File: config.mk
export PLATFORM = sky130hd
export DESIGN_NAME = fetch_stage
export DESIGN_NICKNAME = d
export VERILOG_FILES = /design/src/rtl/mips_pkg.sv /design/src/rtl/if_id_reg.sv /design/src/rtl/fetch_stage.sv
export SDC_FILE = /design/constraint.sdc
export NUM_CORES = 1
export LEC_CHECK = 0
export ABC_CLOCK_PERIOD_IN_PS = 4800
export CAP_MARGIN = 20
export CORE_UTILIZATION = 35
export CTS_CLUSTER_DIAMETER = 60
export CTS_CLUSTER_SIZE = 28
export DETAILED_ROUTE_END_ITERATION = 8
export PLACE_DENSITY_LB_ADDON = 0.05
export SLEW_MARGIN = 10
export SYNTH_ARGS = -nofsm -noshare
export SYNTH_HDL_FRONTEND = slang
export SYNTH_SLANG_ARGS = --single-unit
File: constraint.sdc
create_clock -name clk -period 4.8 [get_ports clk]
set_input_delay 0.96 -clock clk [delete_from_list [all_inputs] [get_ports clk]]
set_output_delay 0.96 -clock clk [all_outputs]
set_load 0.03 [all_outputs]
File: src/rtl/mips_pkg.sv
// Shared MIPS pipeline definitions: reset/bubble constants, fetch states and
// the IF/ID pipeline-register payload.
package mips_pkg;

    localparam logic [31:0] NOP_INSTR        = 32'h0000_0000;
    localparam logic [31:0] DEFAULT_RESET_PC = 32'h0000_0000;

    typedef enum logic {
        FETCH = 1'b0,
        HOLD  = 1'b1
    } fetch_state_t;

    typedef struct packed {
        logic [31:0] pc_next;
        logic [31:0] instruction;
        logic        valid;
    } if_id_t;

endpackage

File: src/rtl/if_id_reg.sv
// IF/ID pipeline register: a bubble load beats a normal load, otherwise it
// holds its contents.
module if_id_reg
    import mips_pkg::*;
#(
    parameter logic [31:0] NOP_INSTR = mips_pkg::NOP_INSTR
) (
    input  logic   clk,
    input  logic   reset,
    input  logic   load,
    input  logic   bubble,
    input  if_id_t payload,
    output if_id_t if_id
);

    if_id_t bubble_word;

    assign bubble_word = '{pc_next: 32'h0, instruction: NOP_INSTR, valid: 1'b0};

    always_ff @(posedge clk or posedge reset) begin
        if (reset) begin
            if_id <= bubble_word;
        end else if (bubble) begin
            if_id <= bubble_word;
        end else if (load) begin
            if_id <= payload;
        end
    end

endmodule

File: src/rtl/fetch_stage.sv
// Instruction-fetch stage: PC register, imem handshake FSM with a one-word
// skid buffer for words returned while the pipeline is held, and IF/ID.
//
// state | meaning
// FETCH | imem_req high, fetching the word at pc
// HOLD  | word at pc already captured in skid_buf, waiting for hold to clear
module fetch_stage
    import mips_pkg::*;
#(
    parameter logic [31:0] RESET_PC  = mips_pkg::DEFAULT_RESET_PC,
    parameter logic [31:0] NOP_INSTR = mips_pkg::NOP_INSTR
) (
    input  logic        clk,
    input  logic        reset,
    output logic        imem_req,
    output logic [31:0] imem_addr,
    input  logic        imem_ready,
    input  logic [31:0] imem_rdata,
    input  logic        pc_stall,
    input  logic        if_id_stall,
    input  logic        flush,
    input  logic [31:0] pc_decode,
    output logic [31:0] if_id_pc_next,
    output logic [31:0] if_id_instruction,
    output logic        if_id_valid,
    output logic [31:0] pc
);

    fetch_state_t state;
    logic [31:0]  skid_buf;
    logic [31:0]  pc_plus4;
    logic         hold;
    logic         ifid_load;
    logic         ifid_bubble;
    if_id_t       payload;
    if_id_t       if_id;

    assign hold     = pc_stall | if_id_stall;
    assign pc_plus4 = pc + 32'd4;

    assign imem_req  = (state == FETCH);
    assign imem_addr = pc;

    // A pending hold masks flush: decode re-evaluates the branch after the stall.
    always_ff @(posedge clk or posedge reset) begin
        if (reset) begin
            state    <= FETCH;
            pc       <= RESET_PC;
            skid_buf <= 32'h0;
        end else begin
            case (state)
                FETCH: begin
                    if (!hold) begin
                        if (flush) begin
                            pc <= pc_decode;
                        end else if (imem_ready) begin
                            pc <= pc_plus4;
                        end
                    end else if (imem_ready) begin
                        skid_buf <= imem_rdata;
                        state    <= HOLD;
                    end
                end
                HOLD: begin
                    if (!hold) begin
                        pc    <= flush ? pc_decode : pc_plus4;
                        state <= FETCH;
                    end
                end
                default: state <= FETCH;
            endcase
        end
    end

    assign ifid_bubble = !hold && (flush || (state == FETCH && !imem_ready));
    assign ifid_load   = !hold && !flush && (state == HOLD || imem_ready);

    assign payload = '{
        pc_next:     pc_plus4,
        instruction: (state == HOLD) ? skid_buf : imem_rdata,
        valid:       1'b1
    };

    if_id_reg #(
        .NOP_INSTR(NOP_INSTR)
    ) u_if_id_reg (
        .clk    (clk),
        .reset  (reset),
        .load   (ifid_load),
        .bubble (ifid_bubble),
        .payload(payload),
        .if_id  (if_id)
    );

    assign if_id_pc_next     = if_id.pc_next;
    assign if_id_instruction = if_id.instruction;
    assign if_id_valid       = if_id.valid;

endmodule

[Yosys cells after proc, flatten, opt, wreduce, memory -nomap -nowiden]
Cells that the tools add are included.
Storage, ports and cells
  register bits: 130
  input port bits: 70
  output and inout port bits: 130
Operators by class
  reduce and logical (&&, ||, !) cells: 12
  muxes and demuxes: 13
  equality and inequality tests: 3
  add/sub/neg operators: 1
  bitwise operators: 2
Operators by type and width (count)
  $mux 32: 6
  $mux 65: 2
  $pmux 32 s2: 1
  $add 32x3->32 const B: 1
  $reduce_and 3->1: 2
  $logic_and 1x1->1: 4
  $ne 2x2->1 const B: 2
  $logic_not 1->1: 3
  $mux 1: 3
  $ne 3x1->1 const B: 1
  $logic_or 1x1->1: 2
  $pmux 1 s2: 1
  $reduce_bool 2->1: 1
  $not 1->1: 1
  $or 1x1->1: 1

[Depth between registers and ports, before layout]
  depth in word-level cells: 6
  gate-level depth with buffers: 7
  gate-level depth less buffers: 5

[Cells and area by module]
From an unflattened synthesis, not the netlist that was laid out.
Second synthesis, totals
  cells, all modules: 673
  area, all modules: 7166.9 um^2
Modules (own cells, without submodules)
  fetch_stage: times used 1, area an instance 4495.6 um^2, cells an instance 463, sequential area each 1626.6 um^2
  if_id_reg: times used 1, area an instance 2671.3 um^2, cells an instance 210, sequential area each 1626.6 um^2

[Worst setup path before layout]
Ideal clock, no wire load.
  kind: input -> register
  start: input port imem_ready
  end: register, netlist name u_if_id_reg.if_id[57]
  cell stages on the path: 6
  path buffers: 2
  data arrival time: 2161 ps
  library setup time: 126 ps
  setup slack: 2513 ps
  data required time: 4674 ps
  path through: or2_2 buf_2 nand3_1 clkbuf_1 nor2_1 a221o_1
On the way
  word-level cells in the longest chain between the ends: 5
RTL lines
  from (decl): RTL line fetch_stage.sv:17  | input logic imem_ready,
  $logic_not 1->1: RTL line fetch_stage.sv:75  | assign ifid_bubble = !hold && (flush || (state == FETCH && !imem_ready));
  $logic_and 1x1->1: RTL line fetch_stage.sv:75
  $logic_or 1x1->1: RTL line fetch_stage.sv:75
  $logic_and 1x1->1: RTL line fetch_stage.sv:75
  $mux 65 or $reduce_bool 2->1 (tied branches)
Several ways; a longest one is shown, not always the timed one.
A chain may end at the register's enable or synchronous reset.

[Worst setup path in the final report]
  start: register state
  end: output port imem_req
On the way
  word-level cells in the longest chain between the ends: 1
RTL lines
  from (decl): RTL line fetch_stage.sv:29  | fetch_state_t state;
  from (signal assigned): RTL line fetch_stage.sv:47  | state <= FETCH;
  from (signal assigned): RTL line fetch_stage.sv:61  | state <= HOLD;
  from (signal assigned): RTL line fetch_stage.sv:67  | state <= FETCH;
  $not 1->1
  to (decl): RTL line fetch_stage.sv:15  | output logic imem_req,
Every way passes these cells.

==> results.tsv <==
stage	metric	value	unit
synthesis	Cells after Synth	667	
synthesis	Synthesis Warnings	0	
sta	Final Cycle Share	0.683	
synthesis	Top FF cell, synth	dfrtp_1	
sta	minimum clock period after layout	3.28	ns
synthesis	Post-synth EDFFs	0	
route	# DRC	0	
route	antenna-violating nets left	0	
global_routing	largest net degree at the start of global routing	93	
final_layout	area grow syn2layout	37.6	%
floorplan	chip height	140	um
power_and_ir_drop	Max IR drop VDD	0.237	mV
floorplan	Core Area	0.0183	mm2
synthesis	register bit total from synthesis	130	
route	routed via count	5752	
sta	Slew Viols, Final	0	
power_and_ir_drop	Overall Power	3.90	mW
critical_path	peak fanout along the critical path	36	
route	WL per Instance	18.5	um
critical_path	Worst R2R Path Depth	5	
floorplan	Die Area	0.0195	mm2
power_and_ir_drop	sequential share of power	0.383	
global_routing	GRT Total Usage	0.204	
sta	setup violators final	0	
min_path	Hold Path Stages	2	
synthesis	post-synth net total	738	
clocking	CTS Hold Bufs	0	
synthesis	Cell variety after synth	53	
run	number of max-cap violations	0	
global_routing	GRT overflow	0	
global_routing	global-route wire length before repair	31300	um
clocking	Root Buffer	clkbuf_16	
final_layout	leading cell type in the layout, fill and taps excluded	clkdlybuf4s50_1	
route	First-pass DRT Iterations	5	
clocking	clk_lat worst skew	0.42	ns
synthesis	ys async rst share	1.00	
clocking	clk buf depth	2	
floorplan	Ports	200	
clocking	CTS tree	built	
route	vias per inst	5.46	
outcome	outcome	complete, no violations	
power_and_ir_drop	Clock Power Share	0.329	
min_path	HP Class	reg -> reg	
clocking	post-CTS sizing	0	
final_layout	Post-Layout Inst Area	0.00911	mm2
final_layout	n_diodes	0	
place	hpwl dp	13000	um
floorplan	Initial Util	0.362	
critical_path	CP Capture Type	output pin	
clocking	clock slew at reported path FFs	0.06	ns
route	DRT iter0 DRCs	435	
power_and_ir_drop	Cell Pwr Density	428	mW/mm2
synthesis	cell area after synthesis	0.00662	mm2
synthesis	syn_area_per_cell	9.93	um2
sta	worst clock skew	0.00642	ns
sta	FMAX	0.305	GHz
clocking	# H-tree levels	4	
sta	RSZ-0062 raised after global routing	no	
place	number of buffers added on ports	199	
power_and_ir_drop	switching power	1.37	mW
power_and_ir_drop	Comb pwr share	0.288	
clocking	CTS sink cnt	130	
floorplan	std cell rows	49	
critical_path	Crit path arrival time	2.32	ns
sta	TNS Setup	0	ns
critical_path	WP data required	3.84	ns
sta	final hold slack	0.477	ns
synthesis	post-synthesis sequential area ratio	0.491	
place	placed inst area	0.00852	mm2
critical_path	critical setup path kind	reg -> out	
power_and_ir_drop	Int Pwr	2.53	mW
route	WL final	19500	um
final_layout	Fillers	1724	
final_layout	flip-flop count of the largest register after layout	65	
place	global placement routability congestion	0.829	
global_routing	vias in the first global route	5738	
sta	Worst-Margin Slew	1.07	ns
sta	Fin. Hold Viols	0	
clocking	postcts setup bufs	0	
sta	Rel. slew slack	0.284	
final_layout	ratio of cells with drive above 1 in the final layout	0.103	
power_and_ir_drop	sw frac	0.352	
floorplan	Die X	140	um
final_layout	Layout Nets	882	
clocking	cts bufs inserted	17	
global_routing	initial antenna violation count	0	
power_and_ir_drop	Pleak	3.75	nW
critical_path	Critical Path Start Type	flop	
final_layout	most frequent cells in the layout	clkdlybuf4s50_1, dfrtp_1, nand2_1	
stage by stage:
stage	worst slack, ns	util	std cells
floorplan	0.371	-	667
global route	1.43	0.499	1053
finish	1.52	0.499	1053
global placement	1.48	0.466	1020
CTS	1.49	0.498	1052
detailed placement	1.38	0.466	1020
per-layer routing:
metal  wire (um)  global-route usage  vias to the layer above
li1            -                   -                     2685
met1        8830               0.279                     2825
met2        9210               0.329                      220
met3        1290              0.0430                       22
met4         197              0.0544                        0
met5           0                   0                        -
kinds of logic (layout without fill, tap and decap cells):
family,count (synthesis),after routing,synth area share
buffers and inverters,94,251,0.0748
multiplexers,68,68,0.109
adder cells (fa/ha/maj),1,1,0.00189
XOR/XNOR,14,14,0.0185
flip-flops,130,130,0.491
AO/OA/AOI/OAI,138,138,0.136
AND/OR/NAND/NOR,222,222,0.168
final cells by class:
class                   instances  area (um2)  area share
flip-flops and latches        130        3250       0.357
multi-input cells             443        2880       0.317
repair buffers                209        2060       0.226
clock buffers                  18         439      0.0482
well taps                     229         287      0.0314
clock inverters                14         143      0.0157
inverters                      10        42.5     0.00467
synth_stat cells (4+ instances only):
| master | number | area, um2 |
|---|---|---|
| xnor2_1 | 12 | 105 |
| a21oi_1 | 9 | 45.0 |
| buf_2 | 8 | 40.0 |
| or4_1 | 9 | 67.6 |
| and3_1 | 8 | 50.1 |
| a22oi_1 | 6 | 45.0 |
| o311ai_0 | 5 | 43.8 |
| o21ai_0 | 65 | 325 |
| nand4_1 | 19 | 119 |
| mux2i_1 | 36 | 360 |
| mux2_2 | 32 | 360 |
| nor2_1 | 33 | 124 |
| nand2_1 | 89 | 334 |
| nor4_1 | 12 | 75.1 |
| clkbuf_1 | 32 | 120 |
| clkbuf_2 | 4 | 20.0 |
| inv_1 | 9 | 33.8 |
| o211ai_1 | 7 | 52.6 |
| nor3_1 | 12 | 60.1 |
| a311oi_1 | 11 | 96.3 |
| nand3_1 | 17 | 85.1 |
| buf_4 | 34 | 255 |
| a22o_1 | 4 | 35.0 |
| and4_1 | 9 | 78.8 |
| o2bb2ai_1 | 5 | 43.8 |
| buf_1 | 6 | 22.5 |
| dfrtp_1 | 130 | 3250 |
path summary, 6_finish.rpt:
check                           slack (ns)                              start                                end
worst max-delay path                  1.52                    state$_DFF_PP0_                           imem_req
worst min-delay path                  0.48  u_if_id_reg.if_id[43]$_DFFE_PP0P_  u_if_id_reg.if_id[43]$_DFFE_PP0P_
worst max register to register        1.88                    state$_DFF_PP0_  u_if_id_reg.if_id[57]$_DFFE_PP0P_
worst min register to register        0.48  u_if_id_reg.if_id[43]$_DFFE_PP0P_  u_if_id_reg.if_id[43]$_DFFE_PP0P_
max in group asynchronous             2.86                              reset  u_if_id_reg.if_id[44]$_DFFE_PP0P_
min in group asynchronous             1.10                              reset  u_if_id_reg.if_id[25]$_DFFE_PP0P_
worst max-delay path, stage by stage (launching register included):
cell and delay (ns):
dfrtp_2 1.08, inv_1 0.15, clkdlybuf4s50_1 0.65
power by group through the flow:
stage | clock network [mW] | registers (mW) | logic [mW]
2_1_floorplan | 0 | 1.65 | 0.535
3_3_place_gp | 0 | 1.50 | 1.12
3_5_place_dp | 0 | 1.51 | 1.13
4_1_cts | 1.30 | 1.49 | 1.13
5_1_grt | 1.34 | 1.52 | 1.19
6_report | 1.28 | 1.49 | 1.12
No activity file was read; power rests on OpenSTA's default activity.
